==> config.mk <==
export PLATFORM = sky130hd
export DESIGN_NAME = pwm_gen
export DESIGN_NICKNAME = d
export VERILOG_FILES = /design/src/rtl/pwm_gen.sv
export SDC_FILE = /design/constraint.sdc
export NUM_CORES = 1
export LEC_CHECK = 0
export CORE_MARGIN = 4
export CORE_UTILIZATION = 59
export DETAILED_ROUTE_END_ITERATION = 7
export PLACE_DENSITY = 0.88
export SLEW_MARGIN = 20
export SYNTH_ARGS = -nofsm -noshare
export SYNTH_HDL_FRONTEND = slang
export SYNTH_SLANG_ARGS = --single-unit
==> constraint.sdc <==
create_clock -name clk -period 8.2 [get_ports clk]
set_input_delay 1.64 -clock clk [delete_from_list [all_inputs] [get_ports clk]]
set_output_delay 1.64 -clock clk [all_outputs]
set_load 0.01 [all_outputs]
==> src/rtl/pwm_gen.sv <==
// pwm_gen: fixed-on / clamped-off PWM timing stage for the PID loop.
// Drives the gate for on_len cycles, then holds it low for off_len cycles,
// and repeats. It pulses pwm_en when each off interval starts, and takes
// off_div/total_time into its shadows only at a period boundary while
// pwm_rdy is high.
// Optional feature macro: PWM_SOFT_START_EN. When it is defined, on_len ramps
// from 1 up to ON_TIME after every IDLE->ON entry.
module pwm_gen #(
  parameter int CNT_WIDTH = 18,
  parameter int ON_TIME   = 40,
  parameter int MIN_OFF   = 2,
  parameter int START_OFF = 100
) (
  input  logic                 clk,
  input  logic                 rst,
  input  logic                 enable,
  input  logic [CNT_WIDTH-1:0] off_div,
  input  logic [CNT_WIDTH-1:0] total_time,
  input  logic                 pwm_rdy,
  input  logic                 ocp,
  output logic                 gate,
  output logic                 pwm_en,
  output logic [7:0]           ocp_count
);

  typedef enum logic [1:0] {IDLE, ON, OFF} state_t;

  localparam logic [CNT_WIDTH-1:0] ONE      = CNT_WIDTH'(1);
  localparam logic [CNT_WIDTH-1:0] ON_W     = CNT_WIDTH'(ON_TIME);
  localparam logic [CNT_WIDTH-1:0] MIN_W    = CNT_WIDTH'(MIN_OFF);
  localparam logic [CNT_WIDTH:0]   ON_EXT   = (CNT_WIDTH+1)'(ON_TIME);
  localparam logic [CNT_WIDTH:0]   MIN_EXT  = (CNT_WIDTH+1)'(MIN_OFF);

  state_t               state, next_state;
  logic [CNT_WIDTH-1:0] cnt, cnt_next;
  logic [CNT_WIDTH-1:0] off_sh, tot_sh;
  logic [CNT_WIDTH-1:0] off_base, off_len, on_len;
  logic [CNT_WIDTH:0]   off_sum, tot_ext;
  logic                 load_sh, ocp_evt, on_end;

  // Off-length clamp applied to the raw shadow values.
  // The sum is widened by one bit, so ON_TIME+off_len cannot wrap.
  // NOTE: every combinational output is given a default first, so no path can infer a latch.
  always_comb begin
    off_base = off_sh;
    if (off_sh[CNT_WIDTH-1] || (off_sh < MIN_W)) off_base = MIN_W;
    off_sum = ON_EXT + {1'b0, off_base};
    tot_ext = {1'b0, tot_sh};
    off_len = off_base;
    if (!off_sh[CNT_WIDTH-1] && (tot_ext >= ON_EXT + MIN_EXT) && (off_sum > tot_ext))
      off_len = CNT_WIDTH'(tot_ext - ON_EXT);
  end

  // Next-state, counter and event decode. Dropping enable takes priority over OCP.
  always_comb begin
    next_state = state;
    cnt_next   = cnt;
    load_sh    = 1'b0;
    ocp_evt    = 1'b0;
    on_end     = 1'b0;
    unique case (state)
      IDLE: begin
        if (enable) begin
          next_state = ON;
          cnt_next   = '0;
          load_sh    = pwm_rdy;
        end
      end
      ON: begin
        if (!enable) begin
          next_state = IDLE;
          cnt_next   = '0;
        end else if (ocp) begin
          next_state = OFF;
          cnt_next   = '0;
          ocp_evt    = 1'b1;
        end else if (cnt == on_len - ONE) begin
          next_state = OFF;
          cnt_next   = '0;
          on_end     = 1'b1;
        end else begin
          cnt_next = cnt + ONE;
        end
      end
      OFF: begin
        if (!enable) begin
          next_state = IDLE;
          cnt_next   = '0;
        end else if (cnt == off_len - ONE) begin
          next_state = ON;
          cnt_next   = '0;
          load_sh    = pwm_rdy;
        end else begin
          cnt_next = cnt + ONE;
        end
      end
      default: begin
        next_state = IDLE;
        cnt_next   = '0;
      end
    endcase
  end

  // State, counter and registered outputs.
  // The gate copies the next state, so it is high for exactly on_len cycles per period.
  // NOTE: sequential state uses non-blocking assignments so every register samples pre-edge values.
  always_ff @(posedge clk or posedge rst) begin
    if (rst) begin
      state  <= IDLE;
      cnt    <= '0;
      gate   <= 1'b0;
      pwm_en <= 1'b0;
    end else begin
      state  <= next_state;
      cnt    <= cnt_next;
      gate   <= (next_state == ON);
      pwm_en <= (state == ON) && (next_state == OFF);
    end
  end

  // Shadow registers for off_div/total_time; loaded at period boundaries only.
  // NOTE: the shadows get a real reset value, because the first period uses them before any load.
  always_ff @(posedge clk or posedge rst) begin
    if (rst) begin
      off_sh <= CNT_WIDTH'(START_OFF);
      tot_sh <= CNT_WIDTH'(ON_TIME + START_OFF);
    end else if (load_sh) begin
      off_sh <= off_div;
      tot_sh <= total_time;
    end
  end

  // Saturating count of periods cut short by over-current.
  always_ff @(posedge clk or posedge rst) begin
    if (rst)                            ocp_count <= 8'd0;
    else if (ocp_evt && ocp_count != 8'hFF) ocp_count <= ocp_count + 8'd1;
  end

`ifdef PWM_SOFT_START_EN
  // Soft start: restart at 1 on every IDLE->ON entry.
  // Grow by one after each period that ended normally; an OCP period leaves it unchanged.
  always_ff @(posedge clk or posedge rst) begin
    if (rst)                                 on_len <= ONE;
    else if (state == IDLE && enable)        on_len <= ONE;
    else if (on_end && on_len < ON_W)        on_len <= on_len + ONE;
  end
`else
  // Without soft start the on-time is fixed.
  assign on_len = ON_W;
  logic unused_on_end;
  assign unused_on_end = on_end;
`endif

endmodule

==> metrics.yaml, run 1 <==
power:
  leakagePower_nw: 2.83
  peakVddDrop_mv: 0.221
  pwr_density_cell_nw_per_um2: 373
final_layout:
  finalNonFillerCells: 868
  drive_gt1_frac: 0.106
  most-common-layout-cells: "nor2_1 (63), dfrtp_1 (60), nand2_1 (57)"
  fin_nets: 798
  synthToLayoutAreaGrowth_pct: 12.8
  ff_latch_area_sq_um: 1660
  antennaDiodeCount: 0
  layout_commonest_cell: "nor2_1"
  fill_cells: 818
  multiInputGateArea_sq_um: 3910
timing:
  worstMarginPinSlew_ns: 0.921
  finalSetupViolations: 0
  setup_tns_ns: 0
  period_share: 0.853
  hold_slack_ns: 0.496
  grt_setup_unrepaired: "false"
  fmax_ghz: 0.143
  slew_viol_final: 0
  report.final.hold_viol_count: 0
  timing.final.crit_period_ns: 7.00
  relSlewSlack: 0.378
  skew_ns: 0.0104
detailed_routing:
  routed_wl_um: 15700
  ant_nets: 0
  route.detailed.wl_per_inst_um: 18.0
  dr.pass1.iters: 5
  vias: 5408
  routed_via_density: 6.23
  drt_iter0_markers: 473
  drc: 0
placement:
  dp.cells: 852
  place_congestion: 0.937
  dpl.hpwl_um: 12100
  io_buffers: 50
worst_setup_path:
  crit_cells: 24
  start_kind: "register"
  worstPathMaxFanout: 16
  end_kind: "register"
  crit_top_cell: "nor3_1"
  r2r_setup_slack_ns: 1.20
  cp.required_ns: 8.46
  cp_slowest_stage_delay_ns: 0.60
  critical_path_arrival_ns: 7.26
  slowest_stage: "o21ai_1"
  crit_family: "simple AND/OR/NAND/NOR gates"
  critPathBufInv: 2
  reg2reg_depth: 24
  criticalPathCategory: "reg -> reg"
  critical_path.cell_chain: "or3_1 -> or4_1 -> o21ai_1 -> nor2_1 -> ha_1 -> nand3_1 -> nor3_1 -> o21ai_0 -> a21oi_1 -> buf_4 -> nor2_1 -> a21oi_1 -> ha_1 -> nand4b_1 -> nor3_1 -> o311ai_0 -> nor3_1 -> o21ai_0 -> mux2i_1 -> o22ai_1 -> or3_1 -> a21oi_2 -> buf_4 -> o22ai_1"
clocking:
  clock_path_buffers: 2
  cts_tree: "built"
  post-cts-setup-buffer-count: 0
  hold_buffers: 0
  clk_pin_slew_ns: 0.08
  cts_resized: 0
  cts_root_buf: "clkbuf_8"
  cts_max_level: 3
  cts_sinks: 66
  insertion_delay_ns: 0.38
  numCtsBuffers: 9
yosys:
  synth_edf_count: 0
  async_reset_ff_frac: 1.00
  ys_seq_area_frac: 0.283
  yosys_warnings: 0
  synth_fp_nets: 763
  ys_ff_latch: 66
  synth_cell_types: 66
  synth_flop_cell: "dfrtp_1"
  netlist_area_sq_um: 5860
  syn_area_per_cell_sq_um: 8.44
  syn_inst: 695
global_routing:
  grt_pass1_wl_um: 26600
  grt_max_degree: 67
  grt_usage: 0.292
  antenna_found_initial: 0
  first_global_vias: 5276
  grt.overflow.total: 0
floorplanning:
  die-area_sq_um: 11600
  rows: 36
  initial_core_util: 0.603
  core_area_sq_um: 9730
  die_w_um: 108
  io-pin-count: 51
  die_y_um: 108
outcome:
  status: "completed"
job:
  drv_cap: 0
hold_path:
  worstHoldPathType: "reg -> reg"
  holdPathStages: 1
-- through the flow --
stage                     power [mW]  utilization  instance area (sq um)  setup slack [ns]
after floorplan                 1.81            -                   5860              1.81
after global placement          2.15        0.662                   6440              1.49
after detailed placement        2.19        0.662                   6440              1.34
after CTS                       2.45        0.680                   6610              1.31
after global routing            2.69        0.680                   6610             0.638
final                           2.47        0.680                   6610              1.20
-- Yosys cell counts, drive strengths merged, types with 2 or more instances --
cell type,instances,area [sq um]
a211o,2,17.5
a211oi,2,15.0
a21o,3,22.5
a21oi,40,204
a22oi,3,22.5
a31oi,7,43.8
and2,7,43.8
and3,24,150
and4b,2,20.0
buf,10,67.6
clkbuf,23,86.3
dfrtp,60,1500
dfstp,6,158
ha,27,338
inv,37,139
mux2,41,574
mux2i,17,170
nand2,57,214
nand2b,10,62.6
nand3,18,95.1
nand3b,2,15.0
nand4,13,81.3
nor2,63,236
nor2b,11,68.8
nor3,23,115
nor3b,3,22.5
nor4,15,100
nor4b,2,17.5
o2111ai,2,17.5
o21a,5,37.5
o21ai,33,165
o22ai,17,106
o311ai,2,17.5
o31ai,14,105
o41ai,2,25.0
or2,2,12.5
or3,8,50.1
or4,5,37.5
xnor2,45,394
xor2,14,123
-- state kept, by name, summed over array words and instances, names as in the netlist --
signal,count
gate,1
ocp_count,8
cnt,18
tot_sh,18
state,2
pwm_en,1
off_sh,18
-- power breakdown --
group	switching (mW)	internal [mW]	total, mW
registers	0.219	0.447	0.666
logic	0.841	0.709	1.55
clock network	0.140	0.110	0.250
total	1.20	1.27	2.47
-- cell families (layout without fill, tap and decap cells) --
family | after synthesis | after routing | synth area share
xor gates and xnor gates | 59 | 59 | 0.0881
buffers and inverters | 70 | 110 | 0.0499
AOI/OAI and AO/OA | 146 | 146 | 0.159
adders and majority gates | 27 | 27 | 0.0576
DFF | 66 | 66 | 0.283
and+or+nand+nor | 269 | 269 | 0.235
muxes | 58 | 58 | 0.127
-- metal layers --
metal  wire length (um)  GRT usage  vias up
met5                  0          0        -
met4                528      0.113        0
met3               1590     0.0870       48
met2               7050      0.452      244
met1               6490      0.384     2533
li1                   -          -     2583
-- worst paths after layout --
kind                                     startpoint                        to
max                           off_sh[4]$_DFFE_PP0P_        cnt[2]$_DFFE_PP0P_
max in group asynchronous                       rst            gate$_DFF_PP0_
min in group asynchronous                       rst        cnt[3]$_DFFE_PP0P_
min reg2reg                ocp_count[4]$_DFFE_PP0P_  ocp_count[4]$_DFFE_PP0P_
max reg2reg                   off_sh[4]$_DFFE_PP0P_        cnt[2]$_DFFE_PP0P_
min                        ocp_count[4]$_DFFE_PP0P_  ocp_count[4]$_DFFE_PP0P_
-- layout make-up --
class,count,area share
multi-input cells,559,0.592
flip-flops and latches,66,0.251
repair buffers,57,0.0855
well taps,133,0.0252
inverters,37,0.0210
clock buffers,10,0.0193
clock inverters,6,0.00643
Power figures use the tool's default switching activity.
==> run 2, diff against run 1 <==
CELL_PAD_IN_SITES_DETAIL_PLACEMENT = 0   (was unset)
CELL_PAD_IN_SITES_GLOBAL_PLACEMENT = 2   (was unset)
CORE_UTILIZATION = 36   (was 59)
==> metrics.yaml, run 2 (synthesis gave the netlist of run 1 again) <==
outcome:
  status: "completed"
global_routing:
  grt.overflow.total: 0
  grt_max_degree: 67
  grt_use_met2: 0.298
  use_met1: 0.275
  grt.busiest_layer: "met2"
  grt_pass1_wl_um: 27800
  antenna_found_initial: 0
  grt_usage: 0.192
  grt_util_met3: 0.0323
  first_global_vias: 5090
job:
  drv_cap: 0
timing:
  worstMarginPinSlew_ns: 1.08
  timing.final.crit_period_ns: 7.07
  report.final.hold_viol_count: 0
  setup_tns_ns: 0
  slew_viol_final: 0
  skew_ns: 0.0131
  grt_setup_unrepaired: "false"
  relSlewSlack: 0.273
  layout_setup_ws_ns: 1.13
  fmax_ghz: 0.141
  period_share: 0.863
  finalSetupViolations: 0
power:
  finalPower_mw: 2.73
  leakagePower_nw: 2.92
  pwr_density_cell_nw_per_um2: 395
  peakVddDrop_mv: 0.162
final_layout:
  most-common-layout-cells: "nor2_1 (63), dfrtp_1 (60), nand2_1 (57)"
  fill_cells: 1571
  synthToLayoutAreaGrowth_pct: 17.6
  layout_commonest_cell: "nor2_1"
  fin_nets: 798
  reg.largest.list: "cnt: 18 flops, off_sh: 18 flops, tot_sh: 18 flops"
  final_area_sq_um: 6900
  antennaDiodeCount: 0
  drive_gt1_frac: 0.107
floorplanning:
  die_y_um: 136
  die-area_sq_um: 18400
  core_area_sq_um: 15900
  io-pin-count: 51
  initial_core_util: 0.368
  die_w_um: 136
  rows: 46
placement:
  dpl.hpwl_um: 13500
  place_congestion: 1.02
  place_area_sq_um: 6550
  io_buffers: 50
  dp_worst_setup_slack_ns: 1.26
detailed_routing:
  dr.pass1.iters: 5
  routed_via_density: 5.61
  drc: 0
  drt_iter0_markers: 525
  vias: 5338
  routed_wl_um: 17500
  route.detailed.wl_per_inst_um: 18.4
  ant_nets: 0
clocking:
  hold_buffers: 0
  clk_pin_slew_ns: 0.07
  clock_path_buffers: 2
  post-cts-setup-buffer-count: 0
  cts_root_buf: "clkbuf_16"
  cts_resized: 0
  numCtsBuffers: 9
  cts_sinks: 66
  cts_tree: "built"
  cts_max_level: 3
  insertion_delay_ns: 0.35
worst_setup_path:
  critical_path.cell_chain: "or3_1 -> or4_1 -> o21ai_1 -> nor2_1 -> ha_1 -> nand4_1 -> nor3_1 -> a211o_1 -> o21ai_0 -> a21oi_1 -> nor2_1 -> a21oi_1 -> ha_1 -> o21ai_0 -> o311ai_0 -> nand2b_1 -> mux2i_1 -> xnor2_1 -> nor4_1 -> o2111ai_1 -> o41ai_2 -> nand3_2 -> buf_12 -> mux2_4"
  reg2reg_depth: 24
  criticalPathCategory: "reg -> reg"
  start_kind: "register"
  worstPathMaxFanout: 36
  end_kind: "register"
  r2r_setup_slack_ns: 1.13
  r2r-start: "off_sh[4]$_DFFE_PP0P_"
  cp.required_ns: 8.42
  critical_path_arrival_ns: 7.30
  cp_slowest_stage_delay_ns: 0.49
  rr_endpoint: "off_sh[11]$_DFFE_PP0P_"
  slowest_stage: "o21ai_1"
hold_path:
  hold_end: "ocp_count[7]$_DFFE_PP0P_"
  holdPathStages: 1
  worstHoldStart: "ocp_count[7]$_DFFE_PP0P_"
  worstHoldPathType: "reg -> reg"
## run 2: layer usage
layer,wire (um),vias up
met1,8220,2560
met2,8010,182
met5,0,-
met4,267,0
li1,-,2577
met3,976,19
## run 2: worst max path at each step
stage,from,end,cells past startpoint
floorplan,off_sh[5]$_DFFE_PP1P_,off_sh[0]$_DFFE_PP0P_,27
global placement,off_sh[4]$_DFFE_PP0P_,off_sh[4]$_DFFE_PP0P_,24
detailed placement,off_sh[4]$_DFFE_PP0P_,tot_sh[6]$_DFFE_PP0P_,24
CTS,off_sh[4]$_DFFE_PP0P_,off_sh[11]$_DFFE_PP0P_,24
global route,off_sh[9]$_DFFE_PP0P_,off_sh[12]$_DFFE_PP0P_,24
finish,off_sh[4]$_DFFE_PP0P_,off_sh[11]$_DFFE_PP0P_,24
## run 2: worst max-delay path, delay by kind of cell (launching register included)
kind	cells	cell delay (ns)
AOI/OAI and AO/OA	9	2.75
and+or+nand+nor	9	2.14
buffers and inverters	1	0.24
adders and majority gates	2	0.59
DFF	1	0.43
muxes	2	0.62
xor gates and xnor gates	1	0.13
## run 2: stage by stage
stage | hold slack (ns) | instances | utilization
5_1_grt | 0.537 | 951 | 0.433
3_5_place_dp | 0.499 | 935 | 0.411
6_report | 0.509 | 951 | 0.433
2_1_floorplan | 0.515 | 695 | -
4_1_cts | 0.512 | 951 | 0.433
3_3_place_gp | 0.480 | 935 | 0.411
## run 2: area by class of cell
| cell class | instances | area [sq um] | area share |
|---|---|---|---|
| clock buffers | 9 | 225 | 0.0327 |
| clock inverters | 7 | 125 | 0.0181 |
| inverters | 37 | 139 | 0.0201 |
| multi-input cells | 559 | 3910 | 0.567 |
| flip-flops and latches | 66 | 1660 | 0.241 |
| well taps | 216 | 270 | 0.0392 |
| repair buffers | 57 | 566 | 0.0820 |
## run 2: report_power, final
group | internal [mW] | switching, mW
Combinational | 0.709 | 0.880
Clock | 0.300 | 0.157
Sequential | 0.447 | 0.232
==> run 3, diff against run 2 <==
CORE_ASPECT_RATIO = 1.25   (was unset)
==> metrics.yaml, run 3 (synthesis gave the netlist of run 1 again) <==
placement:
  dpl.hpwl_um: 14000
  dp_worst_setup_slack_ns: 0.877
  dp.cells: 931
  place_congestion: 0.907
  io_buffers: 50
worst_setup_path:
  end_kind: "register"
  reg2reg_depth: 25
  r2r-start: "off_sh[4]$_DFFE_PP0P_"
  worstPathMaxFanout: 36
  criticalPathCategory: "reg -> reg"
  crit_start: "off_sh[4]$_DFFE_PP0P_"
  cp.required_ns: 8.43
  critical_path_arrival_ns: 7.49
  start_kind: "register"
  r2r_setup_slack_ns: 0.94
clocking:
  cts_sinks: 66
  cts_tree: "built"
  post-cts-setup-buffer-count: 0
  numCtsBuffers: 9
  cts_max_level: 3
  cts_root_buf: "clkbuf_16"
  clk_pin_slew_ns: 0.06
  cts_resized: 0
  hold_buffers: 0
  insertion_delay_ns: 0.35
  clock_path_buffers: 2
timing:
  skew_ns: 0.00640
  grt_setup_unrepaired: "false"
  finalSetupViolations: 0
  setup_tns_ns: 0
  period_share: 0.885
  fmax_ghz: 0.138
  layout_setup_ws_ns: 0.942
  timing.final.crit_period_ns: 7.26
  worstMarginPinSlew_ns: 0.866
  slew_viol_final: 0
  report.final.hold_viol_count: 0
  relSlewSlack: 0.423
final_layout:
  finalNonFillerCells: 947
  antennaDiodeCount: 0
  fin_nets: 798
  layout_commonest_cell: "nor2_1"
  most-common-layout-cells: "nor2_1 (63), dfrtp_1 (60), nand2_1 (57)"
  synthToLayoutAreaGrowth_pct: 16.9
  reg.largest.list: "cnt: 18 flops, off_sh: 18 flops, tot_sh: 18 flops"
  drive_gt1_frac: 0.107
power:
  leakagePower_nw: 2.90
  finalPower_mw: 2.70
  peakVddDrop_mv: 0.141
  pwr_density_cell_nw_per_um2: 393
detailed_routing:
  ant_nets: 0
  drc: 0
  vias: 5329
  dr.pass1.iters: 5
  route.detailed.wl_per_inst_um: 19.1
  routed_via_density: 5.63
  drt_iter0_markers: 255
  routed_wl_um: 18100
floorplanning:
  io-pin-count: 51
  rows: 51
  core_area_sq_um: 15800
  die_w_um: 122
  initial_core_util: 0.372
  die_y_um: 151
  die-area_sq_um: 18400
hold_path:
  holdPathStages: 1
  worstHoldPathType: "reg -> reg"
  worstHoldStart: "ocp_count[6]$_DFFE_PP0P_"
global_routing:
  grt_usage: 0.205
  grt_pass1_wl_um: 28900
  grt_max_degree: 67
  first_global_vias: 5380
  antenna_found_initial: 0
  grt.overflow.total: 0
job:
  drv_cap: 0
outcome:
  status: "completed"
-- run 3: changes by cell type in the layout (fill, tap and decap cells not counted) --
cell,change
buf_12,-1
clkinvlp_4,+1
o311ai_0,-1
inv_6,-2
buf_4,+1
bufinv_16,-1
clkbuf_8,+1
o311ai_1,+1
clkinv_2,+1
-- run 3: worst max-delay path, stage by stage (launching register included) --
cell and delay (ns):
dfrtp_1 0.43, or3_1 0.45, or4_1 0.47, o21ai_1 0.53, nor2_1 0.11, ha_1 0.33
nand4_1 0.14, nor3_1 0.27, a211o_1 0.16, o21ai_0 0.09, a21oi_1 0.38, buf_4 0.27
nor2_1 0.08, a21oi_1 0.13, ha_1 0.24, nand4b_1 0.18, nor3_1 0.44, o311ai_1 0.36
a211o_1 0.34, a31oi_1 0.23, nor3_1 0.10, o22ai_1 0.24, o41ai_2 0.11, nand3_2 0.08
buf_4 0.51, mux2_2 0.40
-- run 3: metrics by stage --
step,instance area (sq um),hold slack (ns),utilization
6_report,6860,0.500,0.435
5_1_grt,6860,0.511,0.435
4_1_cts,6860,0.503,0.435
3_5_place_dp,6530,0.486,0.414
3_3_place_gp,6530,0.482,0.414
2_1_floorplan,5860,0.515,-
-- run 3: path summary, 6_finish.rpt --
path                                            end
max                          off_sh[17]$_DFFE_PP0P_
min reg2reg                ocp_count[6]$_DFFE_PP0P_
min                        ocp_count[6]$_DFFE_PP0P_
max reg2reg                  off_sh[17]$_DFFE_PP0P_
min in group asynchronous  ocp_count[1]$_DFFE_PP0P_
max in group asynchronous     off_sh[8]$_DFFE_PP0P_
-- run 3: power by group --
group / internal, mW / switching [mW]
Sequential: 0.447 / 0.240
Clock: 0.275 / 0.150
Combinational: 0.709 / 0.878
-- run 3: layer usage --
metal,track usage,vias up,routed length [um]
met5,0,-,0
met4,0.104,0,844
met3,0.0365,45,722
met2,0.366,137,9340
met1,0.232,2569,7220
li1,-,2578,-
-- run 3: area by class of cell --
class                   instances  area, sq um
clock buffers                  10          239
clock inverters                 6         90.1
well taps                     212          265
flip-flops and latches         66         1660
inverters                      37          139
repair buffers                 57          553
multi-input cells             559         3910
fillers                      1567         8900
